### src/rtl/mem_lsu.sv
// mem_lsu: byte/half/word load-store initiator for the single-cycle memory port.
// Define LSU_MISALIGN_TRAP_EN to trap misaligned/illegal requests instead of forcing alignment.
module mem_lsu (
  input  logic        clk,
  input  logic        resetn,
  input  logic        req_valid,
  output logic        req_ready,
  input  logic        req_wen,
  input  logic [31:0] req_addr,
  input  logic [1:0]  req_size,
  input  logic        req_unsigned,
  input  logic [31:0] req_wdata,
  output logic        resp_valid,
  input  logic        resp_ready,
  output logic [31:0] resp_rdata,
  output logic        resp_err,
  output logic        mem_valid,
  output logic [31:0] mem_raddr,
  output logic        mem_wen,
  output logic [31:0] mem_waddr,
  output logic [31:0] mem_wdata,
  output logic [7:0]  mem_wmask,
  input  logic [31:0] mem_rdata
);

  localparam logic [1:0] ST_IDLE  = 2'd0;
  localparam logic [1:0] ST_ISSUE = 2'd1;
  localparam logic [1:0] ST_RESP  = 2'd2;

  logic [1:0]  state_reg, state_next;
  logic        wen_reg, unsigned_reg;
  logic [31:0] addr_reg, wdata_reg, rdata_reg;
  logic [1:0]  size_reg;
  logic [31:0] rdata_next, rshift;
  logic [1:0]  off;
  logic [2:0]  nbytes;
  logic [3:0]  lane_mask;
  logic        req_fire, req_bad;

  assign req_ready = resetn && (state_reg == ST_IDLE);
  assign req_fire  = req_valid && req_ready;

`ifdef LSU_MISALIGN_TRAP_EN
  logic err_reg;

  assign req_bad  = (req_size == 2'd3) ||
                    ((req_size == 2'd1) && req_addr[0]) ||
                    ((req_size == 2'd2) && (req_addr[1:0] != 2'b00));
  assign resp_err = err_reg;

  always_ff @(posedge clk or negedge resetn) begin
    if (!resetn)
      err_reg <= 1'b0;
    else if (req_fire)
      err_reg <= req_bad;
  end
`else
  assign req_bad  = 1'b0;
  assign resp_err = 1'b0;
`endif

  // Alignment is forced down to the access size; legal requests are unaffected.
  always_comb begin
    off    = addr_reg[1:0];
    nbytes = 3'd4;
    case (size_reg)
      2'd0: begin
        off    = addr_reg[1:0];
        nbytes = 3'd1;
      end
      2'd1: begin
        off    = {addr_reg[1], 1'b0};
        nbytes = 3'd2;
      end
      default: begin
        off    = 2'b00;
        nbytes = 3'd4;
      end
    endcase
  end

  genvar gi;
  generate
    for (gi = 0; gi < 4; gi++) begin : g_lane
      assign lane_mask[gi] = (3'(gi) >= {1'b0, off}) && (3'(gi) < ({1'b0, off} + nbytes));
    end
  endgenerate

  assign rshift = mem_rdata >> {off, 3'b000};

  always_comb begin
    rdata_next = rshift;
    case (size_reg)
      2'd0:    rdata_next = unsigned_reg ? {24'h0, rshift[7:0]}  : {{24{rshift[7]}}, rshift[7:0]};
      2'd1:    rdata_next = unsigned_reg ? {16'h0, rshift[15:0]} : {{16{rshift[15]}}, rshift[15:0]};
      default: rdata_next = rshift;
    endcase
  end

  always_comb begin
    state_next = state_reg;
    case (state_reg)
      ST_IDLE:  if (req_fire) state_next = req_bad ? ST_RESP : ST_ISSUE;
      ST_ISSUE: state_next = ST_RESP;
      ST_RESP:  if (resp_ready) state_next = ST_IDLE;
      default:  state_next = ST_IDLE;
    endcase
  end

  always_ff @(posedge clk or negedge resetn) begin
    if (!resetn) begin
      state_reg    <= ST_IDLE;
      wen_reg      <= 1'b0;
      unsigned_reg <= 1'b0;
      addr_reg     <= 32'h0;
      size_reg     <= 2'd0;
      wdata_reg    <= 32'h0;
      rdata_reg    <= 32'h0;
    end else begin
      state_reg <= state_next;
      if (req_fire) begin
        wen_reg      <= req_wen;
        unsigned_reg <= req_unsigned;
        addr_reg     <= req_addr;
        size_reg     <= req_size;
        wdata_reg    <= req_wdata;
        rdata_reg    <= 32'h0;
      end
      // Stores report zero data; loads capture the word seen during the access cycle.
      if (state_reg == ST_ISSUE)
        rdata_reg <= wen_reg ? 32'h0 : rdata_next;
    end
  end

  assign mem_valid  = (state_reg == ST_ISSUE);
  assign mem_wen    = mem_valid && wen_reg;
  assign mem_wmask  = mem_valid ? {4'b0000, lane_mask} : 8'h00;
  assign mem_raddr  = {addr_reg[31:2], 2'b00};
  assign mem_waddr  = {addr_reg[31:2], 2'b00};
  assign mem_wdata  = wdata_reg << {off, 3'b000};
  assign resp_valid = (state_reg == ST_RESP);
  assign resp_rdata = rdata_reg;

endmodule

### config.mk
export PLATFORM = sky130hd
export DESIGN_NAME = mem_lsu
export DESIGN_NICKNAME = d
export VERILOG_FILES = /design/src/rtl/mem_lsu.sv
export SDC_FILE = /design/constraint.sdc
export NUM_CORES = 1
export LEC_CHECK = 0
export BUFFER_PORTS_ARGS = -buffer_cell sky130_fd_sc_hd__buf_2
export CORE_UTILIZATION = 50
export DETAILED_ROUTE_END_ITERATION = 10
export GPL_ROUTABILITY_DRIVEN = 0
export PLACE_DENSITY_LB_ADDON = 0.25
export SETUP_SLACK_MARGIN = 0.1
export SYNTH_ARGS = -nofsm -noshare
export SYNTH_HDL_FRONTEND = slang
export SYNTH_SLANG_ARGS = --single-unit
### constraint.sdc
create_clock -name clk -period 6.15 [get_ports clk]
set_clock_uncertainty 0.2 [all_clocks]
set_input_delay 1.23 -clock clk [delete_from_list [all_inputs] [get_ports clk]]
set_output_delay 1.23 -clock clk [all_outputs]
set_load 0.03 [all_outputs]
==> flow_metrics.tcl <==
set metrics [dict create \
    status "completed" \
    num_rows 38 \
    layout_worst_path_cycle_share 0.865 \
    grt_pass1_vias 4337 \
    slowest_delay_ps 1010 \
    area_growth_pct 16.6 \
    path_cells "nor2_2 -> nand2_1 -> buf_4 -> clkinv_1 -> ha_1 -> a211oi_1 -> a21o_1 -> a21oi_1 -> o21a_1 -> buf_2" \
    cts_tree "built" \
    synth_area_mm2 0.00564 \
    slew_headroom 0.206 \
    grt_antenna_before_repair 0 \
    ctsResizeCount 0 \
    worstPathArrival_ps 3890 \
    drive_gt1_frac 0.505 \
    synth_edf_count 0 \
    rsz0062_at_grt "false" \
    peakVddDrop_v 0.000243 \
    avgSynthCellArea_um2 10.7 \
    most-common-layout-cells "234 x buf_2, 102 x dfrtp_1, 83 x mux2_2, 52 x nand2_1, 38 x nand2b_1" \
    worstMarginPinSlew_ps 1190 \
    grt_overflow 0 \
    boundaryPins 245 \
    fp.coreArea_mm2 0.0109 \
    critPathCaptureType "output port" \
    timing.final.hold_violations 0 \
    yosysWarnings 0 \
    antenna_cells 0 \
    post-cts-setup-buffer-count 0 \
    grt_max_degree 57 \
    vias 4493 \
    final_util 0.604 \
    crit_fanout 29 \
    synth_seq_cells 102 \
    layout_commonest_cell "buf_2" \
    synth.distinct_cells 40 \
    die_h_um 108 \
    ctsHoldBuffers 0 \
    fin_cells 825 \
    maxSlewViolCount 0 \
    dieWidth_um 108 \
    nets 785 \
    p_per_area_mw_per_mm2 439 \
    cpMaxStageDelayCell "dfrtp_1" \
    grt_use_total 0.243 \
    root_buffer "clkbuf_8" \
    yosysSeqAreaShare 0.453 \
    finalSetupViolCount 0 \
    wire_per_inst_um 17.1 \
    p_leak_nw 3.30 \
    startpoint_type "flip-flop" \
    crit_required_ps 4720 \
    hold_class "reg2reg" \
    htree_levels 3 \
    antenna_left 0 \
    max_freq_ghz 0.188 \
    dpl.hpwl_um 10200 \
    vias_per_cell 5.45 \
    drt_iter0_markers 232 \
    clockBufferDepth 2 \
    cts_sinks 102 \
    grt_pass1_wl_um 21700 \
    maxCapViolCount 0 \
    cts.clk_slew.worst_paths_ps 90 \
    synthFlopType "dfrtp_1" \
    dr.pass1.iters 4 \
    drc 0 \
    finalPower_mw 2.89 \
    clk_latency_ps 360 \
    cts_buffers 9 \
    die-area_mm2 0.0117 \
    dpl.cell_count 809 \
    wirelength_um 14100 \
    min_period_ps 5320 \
    fin_tns_setup_ps 0 \
    crit_type "reg2out" \
    synthArstFlopShare 1.00 \
    start_util 0.518 \
    netlist_instances 525 \
    io_buffers 235 \
]
## synthesized netlist by cell type (2+ instances only)
| master | n | share of area |
|---|---|---|
| a211oi_1 | 2 | 0.0027 |
| a21oi_1 | 21 | 0.019 |
| a221o_1 | 7 | 0.012 |
| a32oi_1 | 16 | 0.025 |
| and2_1 | 10 | 0.011 |
| and3_1 | 8 | 0.0089 |
| buf_2 | 16 | 0.014 |
| buf_4 | 71 | 0.095 |
| clkbuf_1 | 15 | 0.010 |
| dfrtp_1 | 102 | 0.45 |
| inv_1 | 4 | 0.0027 |
| mux2_2 | 83 | 0.17 |
| mux2i_1 | 15 | 0.027 |
| nand2_1 | 52 | 0.035 |
| nand2b_1 | 38 | 0.042 |
| nor2_1 | 7 | 0.0047 |
| nor2b_1 | 3 | 0.0033 |
| nor3_1 | 2 | 0.0018 |
| o21ai_0 | 17 | 0.015 |
| o31ai_1 | 16 | 0.021 |
## power by group
group | total (mW) | internal (mW) | switching (mW)
Combinational | 1.45 | 0.486 | 0.967
Sequential | 0.999 | 0.846 | 0.153
Clock | 0.434 | 0.209 | 0.225
Total | 2.89 | 1.54 | 1.34
## routing by layer
| layer | vias up | wire (µm) | GRT usage |
|---|---|---|---|
| li1 | 2059 | - | - |
| met3 | 17 | 999 | 0.0428 |
| met5 | - | 0 | 0 |
| met2 | 210 | 6730 | 0.397 |
| met4 | 0 | 243 | 0.0832 |
| met1 | 2207 | 6140 | 0.325 |
## area by class of cell
cell class / instances / area, µm²
multi-input cells: 323 / 2420
fillers: 938 / 4320
well taps: 140 / 175
flip-flops and latches: 102 / 2550
inverters: 5 / 18.8
clock inverters: 4 / 45.0
clock buffers: 12 / 155
repair buffers: 239 / 1210
## worst paths after layout
path	cells after the start	start	to	slack [ps]
max in group asynchronous	2	resetn	wdata_reg[5]	3910
setup reg to reg	3	size_reg[1]	resp_rdata[14]	3360
hold reg to reg	2	resp_rdata[4]	resp_rdata[4]	280
min in group asynchronous	1	resetn	addr_reg[15]	720
hold / removal	2	resp_rdata[4]	resp_rdata[4]	280
setup / recovery	10	size_reg[1]	mem_wmask[2]	830
## cell families (layout without fill, tap and decap cells)
logic type      after synthesis  in the layout  synth area share
compound gates               88             88             0.109
xor+xnor                      1              1           0.00155
fa+ha+maj                     1              1           0.00222
buf+inv                     108            260             0.124
flops                       102            102             0.453
mux                          98             98             0.192
other cells                   1              9          0.000665
simple gates                126            126             0.117
## critical path: cells and delay by family, from the launching register on
kind                     cells  cell delay, ps
adder cells (fa/ha/maj)      1             440
AO/OA/AOI/OAI                4             700
flip-flops                   1            1010
AND/OR/NAND/NOR              2             320
buffers and inverters        3            1060
## per-stage QoR
stage	setup slack (ps)	hold slack, ps	instance area, µm²
2_1_floorplan	2380	280	5670
3_3_place_gp	1400	260	6370
3_5_place_dp	1220	269	6370
4_1_cts	819	290	6570
5_1_grt	431	311	6570
6_report	831	283	6570
Power figures use the tool's default switching activity.
